--- src/rtl/issue_arbiter.sv ---
`timescale 1ns/1ps
// issue_arbiter: CDB-aware issue arbiter for int/ls/mult/div queues; optional ISSUE_STATS_EN adds issue and CDB-stall counters
module issue_arbiter #(
  parameter int DIV_BUSY_CYCLES = 6,
  parameter int MULT_SLOT = 4,
  parameter int INT_SLOT = 1
) (
  input  logic       clk,
  input  logic       rst_n,
  input  logic       flush,
  input  logic       req_int,
  input  logic       req_ls,
  input  logic       req_mult,
  input  logic       req_div,
  input  logic [6:0] cdb_status,
  output logic       grant_int,
  output logic       grant_ls,
  output logic       grant_mult,
  output logic       grant_div,
  output logic       issue_ls_or_int,
  output logic       issue_mult,
  output logic       issue_div,
`ifdef ISSUE_STATS_EN
  output logic [31:0] stat_issues,
  output logic [31:0] stat_cdb_stalls,
`endif
  output logic       div_busy
);
  logic       rr_ptr;
  logic [3:0] div_cnt;
  logic       en;
  logic       il_ok;
  always_comb begin
    en = rst_n && !flush;
    il_ok = en && !cdb_status[INT_SLOT];
    grant_int = il_ok && req_int && (!req_ls || !rr_ptr);
    grant_ls = il_ok && req_ls && (!req_int || rr_ptr);
    grant_mult = en && req_mult && !cdb_status[MULT_SLOT];
    grant_div = en && req_div && div_cnt == 4'd0;
    issue_ls_or_int = grant_int || grant_ls;
    issue_mult = grant_mult;
    issue_div = grant_div;
    div_busy = div_cnt != 4'd0;
  end
  always_ff @(posedge clk or negedge rst_n)
    if (!rst_n) begin
      rr_ptr <= 1'b0;
      div_cnt <= 4'd0;
    end else begin
      rr_ptr <= grant_int ? 1'b1 : grant_ls ? 1'b0 : rr_ptr;
      div_cnt <= grant_div ? 4'(DIV_BUSY_CYCLES) : div_busy ? div_cnt - 4'd1 : div_cnt;
    end
`ifdef ISSUE_STATS_EN
  logic [1:0] n_issue;
  logic       stall;
  always_comb begin
    n_issue = {1'b0, issue_ls_or_int} + {1'b0, grant_mult} + {1'b0, grant_div};
    stall = ((req_int || req_ls) && cdb_status[INT_SLOT]) || (req_mult && cdb_status[MULT_SLOT]);
  end
  always_ff @(posedge clk or negedge rst_n)
    if (!rst_n) begin
      stat_issues <= 32'd0;
      stat_cdb_stalls <= 32'd0;
    end else if (!flush) begin
      stat_issues <= stat_issues + 32'(n_issue);
      stat_cdb_stalls <= stat_cdb_stalls + 32'(stall);
    end
`endif
endmodule
--- config.mk ---
export PLATFORM = sky130hd
export DESIGN_NAME = issue_arbiter
export DESIGN_NICKNAME = d
export VERILOG_FILES = /design/src/rtl/issue_arbiter.sv
export SDC_FILE = /design/constraint.sdc
export NUM_CORES = 1
export LEC_CHECK = 0
export ABC_AREA = 0
export CAP_MARGIN = 20
export CORE_AREA = 10 10 47 49
export DETAILED_ROUTE_END_ITERATION = 7
export DIE_AREA = 0 0 57 59
export GPL_TIMING_DRIVEN = 0
export SLEW_MARGIN = 30
export SYNTH_ARGS = -nofsm -noshare
export SYNTH_HDL_FRONTEND = slang
export SYNTH_SLANG_ARGS = --single-unit
--- constraint.sdc ---
create_clock -name clk -period 2 [get_ports clk]
set_input_delay 0.4 -clock clk [delete_from_list [all_inputs] [get_ports clk]]
set_output_delay 0.4 -clock clk [all_outputs]
set_load 0.005 [all_outputs]
Word level (Yosys, flattened, before mapping) --
Cells that the tools add are included.
Word-level totals: register bits after elaboration 5, input port bits 14, output and inout bits 8, logic and storage cells 30
Operators by class: add/subtract/negate cells 1, mux-type cells 4, reduce and logical (&&, ||, !) cells 23
Operator list (number):
- 1-bit logical AND | 10
- 4-bit two-way mux | 2
- 1-bit zero test | 6
- 4-bit zero test | 1
- 2-bit nonzero test | 2
- 4-bit nonzero test | 1
- 4-bit by 1-bit subtractor with 4-bit output (second input constant) | 1
- 1-bit logical OR | 3
- 1-bit two-way mux | 2

Depth between registers and ports, before layout --
depth after elaboration 7, mapped depth 6

Worst setup path after synthesis --
No wires, ideal clock.
path kind register to output, start register div_cnt[0], end output issue_div, arrival time 1.357 ns, required time 1.600 ns, slack 0.243 ns, stages on the path, launching flop included 7, path through dfrtp_1 inv_1 ha_1 or3b_1 buf_2 nor2_1 buf_4
On the way: word-level cells in the longest chain between the ends 2
Ends and longest elaborated chain:
- from (decl) | line 30 | logic [3:0] div_cnt;
- from (signal assigned) | line 51 | div_cnt <= grant_div ? 4'(DIV_BUSY_CYCLES) : div_busy ? div_cnt - 4'd1 : div_cnt;
- 4-bit zero test | line 39 | grant_div = en && req_div && div_cnt == 4'd0;
- 1-bit logical AND | line 39
- to (decl) | line 22 | output logic issue_div,
No other way between the ends.

Final worst setup path --
start input req_int, end output issue_ls_or_int
On the way: word-level cells in the longest chain between the ends 4
Ends and longest elaborated chain:
- from (decl) | line 11 | input logic req_int,
- 1-bit zero test | line 37 | grant_ls = il_ok && req_ls && (!req_int || rr_ptr);
- 1-bit logical OR | line 37
- 1-bit logical AND | line 37
- 1-bit logical OR (*) | line 40 | issue_ls_or_int = grant_int || grant_ls;
- to (decl) | line 20 | output logic issue_ls_or_int,
Every way passes the cells marked *; elsewhere a longest branch is shown, timed or not.

==> flow_metrics.env <==
export IMPL_outcome="finished, final reports clean"
export IMPL_grt_pass1_wl_mm=1.54
export IMPL_worst_pin_slew_ns=0.222
export IMPL_cellLeakagePower_nw=0.308
export IMPL_synth_area_leaders="dfrtp_1 (39%), ha_1 (7.7%), buf_4 (4.6%)"
export IMPL_route_detailed_drc=0
export IMPL_end_kind="primary output"
export IMPL_die_w_um=57
export IMPL_drive_gt1_share_pct=44.6
export IMPL_clock_sinks=5
export IMPL_clockRootBuffer="clkbuf_4"
export IMPL_grt_max_degree=9
export IMPL_gp_congestion=0.633
export IMPL_layout_min_cycle_time_ns=1.91
export IMPL_num_fill_cells=145
export IMPL_drt_vias_per_instance=4.21
export IMPL_num_rows=14
export IMPL_grt_ovfl_total=0
export IMPL_holdBufCountCts=0
export IMPL_dieArea_sq_mm=0.00336
export IMPL_cts_max_level=1
export IMPL_path_max_fanout=3
export IMPL_grt_pass1_vias=332
export IMPL_drt_first_pass_iters=2
export IMPL_pre_cts_ws_ns=-0.591
export IMPL_cts_tree="yes"
export IMPL_timing_hold_ws_ns=0.0715
export IMPL_wire_per_inst_um=11.5
export IMPL_initial_utilization_pct=23.1
export IMPL_die_y_um=59
export IMPL_port_buffers=16
export IMPL_final_cell_area_sq_um=588
export IMPL_synth_top_area_share_pct=38.6
export IMPL_worstPathArrival_ns=1.51
export IMPL_setup_viol=0
export IMPL_diodes=0
export IMPL_routed_wl_um=831
export IMPL_ys_ff_latch=5
export IMPL_placed_cells=65
export IMPL_areaGrowthSynthToFinish_pct=81.5
export IMPL_placed_area_sq_um=504
export IMPL_startpoint_type="input port"
export IMPL_yosys_warnings=0
export IMPL_synthDistinctLibCells=23
export IMPL_p_per_area_mw_per_mm2=1040
export IMPL_fin_cells=72
export IMPL_worst_slack_ns=0.0900
export IMPL_syn_num_nets=49
export IMPL_setup_worst_path_class="in -> out"
export IMPL_insertion_delay_ns=0.25
export IMPL_hold_viol_final=0
export IMPL_max_freq_ghz=0.524
export IMPL_skew_ns=0.00767
export IMPL_drv_cap=0
export IMPL_slew_limit_headroom_pct=85.1
export IMPL_synth_top_area_cell="dfrtp_1"
export IMPL_min_path_type="in -> async"
export IMPL_syn_area_sq_um=324
export IMPL_cts_buffers=3
export IMPL_rsz0062_at_grt="no"
export IMPL_cts_buffer_depth=2
export IMPL_grtUsageTotal_pct=6.03
export IMPL_postSynthCellCount=33
export IMPL_io_pins=22
export IMPL_synth_avg_cell_area_sq_um=9.82
export IMPL_antenna_found_initial=0
export IMPL_clk_pin_slew_worst_paths_ns=0.05
export IMPL_peakVddDrop_v=0.000456
export IMPL_drt_iter0_drc=1
export IMPL_fp_coreArea_sq_mm=0.00140
export IMPL_yosysSeqAreaShare_pct=38.6
export IMPL_slew_viol_final=0
export IMPL_antenna_left=0
export IMPL_nNetsFinal=73
export IMPL_min_period_over_period_pct=95.5
export IMPL_num_vias=303
export IMPL_reg2reg_slack_ns=0.61
export IMPL_worstPathRequired_ns=1.60
==> placed cells by master, fill, tap and decap left out <==
cell type / n
or3_1: 1
nand2b_1: 1
a21oi_1: 1
clkbuf_4: 3
inv_2: 2
ha_4: 1
o21bai_1: 1
nand2_1: 1
buf_4: 6
dlygate4sd2_1: 7
or2_2: 1
nand2b_4: 1
clkdlybuf4s50_1: 4
and3_4: 2
dfrtp_1: 5
buf_2: 1
nand3b_1: 1
nor2_1: 1
nor4bb_4: 1
ha_1: 1
a21boi_0: 1
xnor2_1: 1
clkdlybuf4s15_2: 1
a21o_2: 1
mux2i_1: 1
or3b_4: 1
nor2_4: 1
nor3b_2: 1
nor3_1: 1
dlymetal6s2s_1: 1
clkbuf_1: 1
clkbuf_2: 2
inv_1: 1
==> report_power, final <==
part / total [mW] / switching (mW) / internal, mW
combinational: 0.308 / 0.118 / 0.190
clock: 0.120 / 0.0441 / 0.0756
sequential: 0.185 / 0.0330 / 0.152
==> cell usage after synthesis, drive strengths merged <==
master,number
xnor2,1
or3b,1
nor3,1
a21oi,1
a21o,1
mux2i,1
or3,1
nand2b,2
nand3b,1
nor3b,1
buf,3
o21bai,1
dfrtp,5
ha,2
or2,1
inv,3
nor2,2
nand2,1
and3,2
nor4bb,1
a21boi,1
==> flip-flops by register name, summed over array words and instances, names as in the netlist <==
register,cells
rr_ptr,1
div_cnt,4
==> worst max-delay path, stage by stage <==
cell	delay, ns
clkdlybuf4s50_1	0.47
nand2b_1	0.06
and3_4	0.18
or2_2	0.28
clkbuf_2	0.12
==> routing by layer <==
layer	vias up	global-route usage, %	share of wire (%)
li1	157	-	-
met1	136	5.41	36
met2	8	10.2	55
met3	2	4.72	7.2
met4	0	2.01	0.96
met5	-	0	0
==> metrics by stage <==
stage | power [mW] | util (%) | TNS, ns
6_report | 0.612 | 42.0 | 0
5_1_grt | 0.673 | 42.0 | 0
3_3_place_gp | 0.397 | 36.0 | -3.27
3_5_place_dp | 0.403 | 36.0 | -3.33
2_1_floorplan | 0.331 | - | 0
4_1_cts | 0.601 | 41.9 | -0.0130
==> timing repair <==
item | in CTS | in global routing
setup buffers | 4 | 2
setup endpoints to repair | 8 | 3
resized for setup | 29 | 4
pin swaps | 5 | 2
==> cell type report <==
type	count	area, sq um	area share, %
multi-input combinational	22	220	37.4
buffer	1	7.51	1.28
clock buffer	4	26.3	4.47
tap	16	20.0	3.40
sequential	5	125	21.3
inverter	3	11.3	1.91
timing repair buffer	21	178	30.2
==> path summary, 6_finish.rpt <==
kind                                    to  cells after the start  startpoint
min in group clk                div_cnt[3]                      1  div_cnt[3]
setup reg to reg                div_cnt[1]                      5  div_cnt[0]
max in group asynchronous       div_cnt[0]                      1       rst_n
hold reg to reg                 div_cnt[3]                      1  div_cnt[3]
setup / recovery           issue_ls_or_int                      5     req_int
hold / removal                  div_cnt[2]                      1       rst_n
==> cell families (layout without fill, tap and decap cells) <==
family                   after synthesis  after routing  synth area share (%)
buffers and inverters                  6             29                  9.65
XOR/XNOR                               1              1                  2.70
AND/OR/NAND/NOR                       14             14                  29.3
adder cells (fa/ha/maj)                2              2                  7.72
multiplexers                           1              1                  3.09
flip-flops                             5              5                  38.6
AO/OA/AOI/OAI                          4              4                  8.88
Power figures use the tool's default switching activity.
==> edit 1 (same settings) <==
Register the input `req_div` before use, with the module's reset. The logic sees it one clock later. The other inputs are not delayed to match.
--- a/src/rtl/issue_arbiter.sv
+++ b/src/rtl/issue_arbiter.sv
@@ -28,2 +28,13 @@
 );
+
+  logic req_div_q;
+
+  always_ff @(posedge clk or negedge rst_n) begin
+    if (!rst_n) begin
+      req_div_q <= '0;
+    end else begin
+      req_div_q <= req_div;
+    end
+  end
+
   logic       rr_ptr;
@@ -38,3 +49,3 @@
     grant_mult = en && req_mult && !cdb_status[MULT_SLOT];
-    grant_div = en && req_div && div_cnt == 4'd0;
+    grant_div = en && req_div_q && div_cnt == 4'd0;
     issue_ls_or_int = grant_int || grant_ls;
Function: changed (a bounded check fails within 4 cycles, from zero or initial values and one cycle with rst_n low).
==> edit 1 against the unedited design <==
  * Synthesized cell count up 3.0%
  * Sequential cell count up 1
  * Hold slack better by 20 ps
  * Design area up 4.9%
  * Setup slack worse by 15 ps
  * Power up 5.1%
  * Synthesized area up 7.7%
  * First-iteration DRC count rose to 3.0 times the old value
  * Routed wire length up 5.5%
  * Critical endpoint is now issue_div
  * Largest cell class unchanged
==> edit 1: results (changes against the unedited design) <==
| Metric | Value |
|---|---|
| Routability cong. | `0.6666 (was 0.6332)` |
| Leakage | `0.3249 nW (was 0.3076 nW)` |
| Synth Area in Adders | `0.07168 (was 0.07722)` |
| WL/cell | `11.85 um (was 11.54 um)` |
| Main area contributors after synthesis | `dfrtp_1 (43%), ha_1 (7.2%), buf_4 (4.3%) (was dfrtp_1 (39%), ha_1 (7.7%), buf_4 (4.6%))` |
| Ys flop type | `dfrtp_1 (unchanged)` |
| Final Hold Viols | `0 (unchanged)` |
| Compound-Gate Fraction of Synth Area | `0.07885 (was 0.08880)` |
| Clock tree buffer depth | `2 (unchanged)` |
| DRT Pass-1 Iters | `3 (was 2)` |
| First-pass GRT wire length | `1.442 mm (was 1.538 mm)` |
| CP max FO | `2 (was 3)` |
| GRT Overall Usage | `0.05307 (was 0.06033)` |
| Worst-path clk slew | `40 ps` |
| Fraction of registers with async set/reset | `1.000 (unchanged)` |
| Pre-CTS setup slack | `-602.2 ps (was -591.3 ps)` |
| Status | `finished, final reports clean (unchanged)` |
| Syn_nets | `50 (was 49)` |
| # nets final | `76 (was 73)` |
| Vias | `326 (was 303)` |
| Post-DP Area | `529.3 um2 (was 504.2 um2)` |
| Deepest level of the CTS H-tree | `1 (unchanged)` |
| Largest regs | `div_cnt: 4 flops, req_div_q: 1 flops, rr_ptr: 1 flops (was div_cnt: 4 flops, rr_ptr: 1 flops)` |
| Core region area | `1401 um2 (unchanged)` |
| Reg-to-reg critical path startpoint | `div_cnt[0] (unchanged)` |
| Distinct cells, synth | `23 (unchanged)` |
| HP Class | `in -> async (unchanged)` |
| IO buf count | `16 (unchanged)` |
| Number of global-route vias before repair | `340 (was 332)` |
| Reg2Reg Setup Slack | `360 ps (was 610 ps)` |
| Switching Share | `0.3138 (was 0.3182)` |
| Largest vdd supply drop | `313.1 uV (was 455.9 uV)` |
| Inserted Diodes | `0 (unchanged)` |
| WHS | `91.06 ps (was 71.45 ps)` |
| Critical path arrival | `1520 ps` |
| Synth Warn # | `0 (unchanged)` |
| XOR/XNOR Fraction of Synth Area | `0.02509 (was 0.02703)` |
| Clock skew | `1.321 ps (was 7.665 ps)` |
| Rel. slew slack | `0.8494 (was 0.8513)` |
| Clk Tree Root Cell | `clkbuf_4 (unchanged)` |
| Sequential area share after synthesis | `0.4301 (was 0.3861)` |
| Commonest cells in the netlist | `dfrtp_1 (6), inv_1 (3) (was dfrtp_1 (5), inv_1 (3))` |
| Pin count of the biggest net entering global routing | `10 (was 9)` |
| Initial antenna violation count | `0 (unchanged)` |
| DRT iter0 DRCs | `3 (was 1)` |
| Multiplexer share of the synthesized area | `0.02867 (was 0.03089)` |
| FF-to-FF path depth | `7 (was 5)` |
| Worst-skew pair later-pin latency | `around 240 ps` |
| Cts bufs inserted | `3 (unchanged)` |
| Layout cells sized above 1 | `0.4655 (was 0.4464)` |
| Worst R2R End | `div_cnt[2] (was div_cnt[1])` |
## edit 1: cell count changes after synthesis
cell | before | now
a21o_1 | 0 | 1
a21o_2 | 1 | 0
dfrtp_1 | 5 | 6
or3_1 | 1 | 0
or3_2 | 0 | 1
## edit 1: metrics by stage
step                instances  power [W]  TNS [ps]
floorplan                  34  0.0003506         0
global placement           66  0.0004176     -3336
detailed placement         66  0.0004234     -3435
CTS                        72  0.0006161    -66.23
global route               74  0.0007137         0
finish                     74  0.0006434         0
## edit 1: metal layers
| metal | GRT usage | routed length [um] | up-vias |
|---|---|---|---|
| li1 | - | - | 162 |
| met1 | 0.04958 | 308 | 155 |
| met2 | 0.09302 | 500 | 9 |
| met3 | 0.01931 | 68 | 0 |
| met4 | 0.04027 | 0 | 0 |
| met5 | 0 | 0 | - |
## edit 1: power groups by stage
stage	logic, W	registers [W]	clock network (W)
floorplan	0.000151	0.000199	0
global placement	0.000209	0.000209	0
detailed placement	0.000214	0.000209	0
CTS	0.000296	0.000208	0.000112
global route	0.000378	0.000216	0.000120
finish	0.000329	0.000208	0.000107
## edit 1: logic make-up (layout without fill, tap and decap cells)
family                   count (synthesis)  after routing
AO/OA/AOI/OAI                            4              4
XOR/XNOR                                 1              1
adder cells (fa/ha/maj)                  2              2
buffers and inverters                    6             30
flip-flops                               6              6
multiplexers                             1              1
AND/OR/NAND/NOR                         14             14
## edit 1: area by class of cell
class | count | area (um2)
buffer | 2 | 15.01
sequential | 6 | 150.1
timing repair buffer | 22 | 182.7
multi-input combinational | 22 | 215.2
inverter | 3 | 11.26
clock buffer | 3 | 22.52
tap | 16 | 20.02
fill | 144 | 784.5
## edit 1: how the worst max path moves through the flow
stage / slack, ps / cells past startpoint / startpoint / end
floorplan: 240 / 6 / div_cnt[0] / issue_div
global placement: -610 / 5 / rst_n / issue_ls_or_int
detailed placement: -600 / 5 / rst_n / issue_ls_or_int
CTS: -70 / 5 / req_ls / issue_ls_or_int
global route: 9 / 6 / div_cnt[0] / issue_div
finish: 80 / 6 / div_cnt[0] / issue_div
## edit 1: timing repair
item                                    CTS  global route
buffers inserted                          4             2
pin swaps                                 3             0
hold buffers                              0             0
gates cloned                              0             0
endpoints found under the setup margin    8             3
resized for setup                        29             5
## edit 1: worst max-delay path: stages, from the launching register on
cell and delay [ps]:
dfrtp_1 380, inv_2 80, ha_4 130, or3b_4 400, nor2_4 90, buf_4 100, buf_2 100
==> edit 2 (same settings) <==
Without the edit above. The parameter `DIV_BUSY_CYCLES` goes from 6 to 4.
--- a/src/rtl/issue_arbiter.sv
+++ b/src/rtl/issue_arbiter.sv
@@ -3,3 +3,3 @@
 module issue_arbiter #(
-  parameter int DIV_BUSY_CYCLES = 6,
+  parameter int DIV_BUSY_CYCLES = 4,
   parameter int MULT_SLOT = 4,
Formal check against the unedited RTL: not equivalent (Yosys sat finds a counterexample within 10 cycles, from zero or initial values and one cycle with rst_n low).
==> edit 2 against the unedited design <==
  * Fmax decreased by 1.1%
  * Critical path depth increased by 3
  * Synthesized area increased by 3.9%
  * Sequential cell count unchanged
  * Design area increased by 8.9%
  * Power increased by 13%
  * Sequential share of layout area decreased by 1.7 points
  * Routed wire length increased by 23%
  * Setup slack got worse by 21 ps
==> edit 2: results (changes against the unedited design) <==
| Metric | Value |
|---|---|
| Largest vdd supply drop | `324.5 uV (was 455.9 uV)` |
| Power in the clock group | `0.000114 W (was 0.000120 W)` |
| Routability cong. | `0.6781 (was 0.6332)` |
| Post-DP Area | `516.7 um2 (was 504.2 um2)` |
| CP max FO | `2 (was 3)` |
| Highest clock rate | `518.0 MHz (was 523.6 MHz)` |
| Status | `finished, final reports clean (unchanged)` |
| Distinct cells, synth | `21 (was 23)` |
| Leakage | `0.3205 nW (was 0.3076 nW)` |
| Clock skew | `0.8055 ps (was 7.665 ps)` |
| Main area contributors after synthesis | `dfrtp_1 (37%), ha_1 (7.4%), nor3b_4 (5.6%) (was dfrtp_1 (39%), ha_1 (7.7%), buf_4 (4.6%))` |
| FF-to-FF path depth | `6 (was 5)` |
| GRT Overall Usage | `0.06572 (was 0.06033)` |
| P_sw | `0.0002440 W (was 0.0001948 W)` |
| Syn_nets | `50 (was 49)` |
| Slowest cell on the critical path | `dfrtp_1 (was clkdlybuf4s50_1)` |
| Reg2Reg Setup Slack | `770 ps (was 610 ps)` |
| Pre-CTS setup slack | `-527.5 ps (was -591.3 ps)` |
| Reg-to-reg critical path startpoint | `div_cnt[1] (was div_cnt[0])` |
| Worst slew pin tran | `230.0 ps (was 222.3 ps)` |
| Vias | `365 (was 303)` |
| Comb pwr share | `0.540 (was 0.503)` |
| Highest cell delay on the worst timing path | `380 ps (was 470 ps)` |
| Drt total wl | `1.022 mm (was 831 um)` |
| Clock Power Share | `0.165 (was 0.196)` |
edit 2: cell types whose count changed in the layout (fill, tap and decap cells not counted), moves of 2 or more:
cell     delta
and3_4      -2
nor3b_4     +2
and3_1      +2
buf_4       +6
o21ai_0     +2
nand3_1     +2
edit 2: per-layer routing:
metal,global-route usage,wire (um),vias to the layer above,share of wire
met5,0,0,-,0
met2,0.1070,496,21,0.49
met1,0.05351,369,168,0.36
met3,0.04936,157,0,0.15
li1,-,-,176,-
met4,0.05034,0,0,0
edit 2: kinds of logic (layout without fill, tap and decap cells):
kind of cell	count (synthesis)	in the layout	synth area share
fa+ha+maj	2	2	0.07434
compound gates	7	7	0.1227
flops	5	5	0.3717
xor+xnor	1	1	0.02603
simple gates	14	14	0.3272
buf+inv	5	35	0.07805
edit 2: layout make-up:
class / count / area (um2)
Buffer: 2 / 15.01
Clock buffer: 4 / 26.28
Fill cell: 151 / 760.7
Inverter: 3 / 11.26
Multi-Input combinational cell: 24 / 226.5
Sequential cell: 5 / 125.1
Tap cell: 16 / 20.02
Timing Repair Buffer: 26 / 216.5
edit 2: worst max path at each step:
| stage | startpoint | endpoint | depth (start not counted) |
|---|---|---|---|
| floorplan | div_cnt[0] | issue_div | 6 |
| global placement | rst_n | grant_ls | 4 |
| detailed placement | rst_n | grant_int | 4 |
| CTS | div_cnt[1] | grant_div | 7 |
| global route | div_cnt[1] | issue_div | 8 |
| finish | div_cnt[1] | issue_div | 8 |
edit 2: repair_timing:
item / in CTS / in global routing
endpoints found under the hold margin: 0 / 0
resized for setup: 25 / 3
pin swaps: 4 / 0
setup endpoints to repair: 8 / 2
buffers inserted: 9 / 1
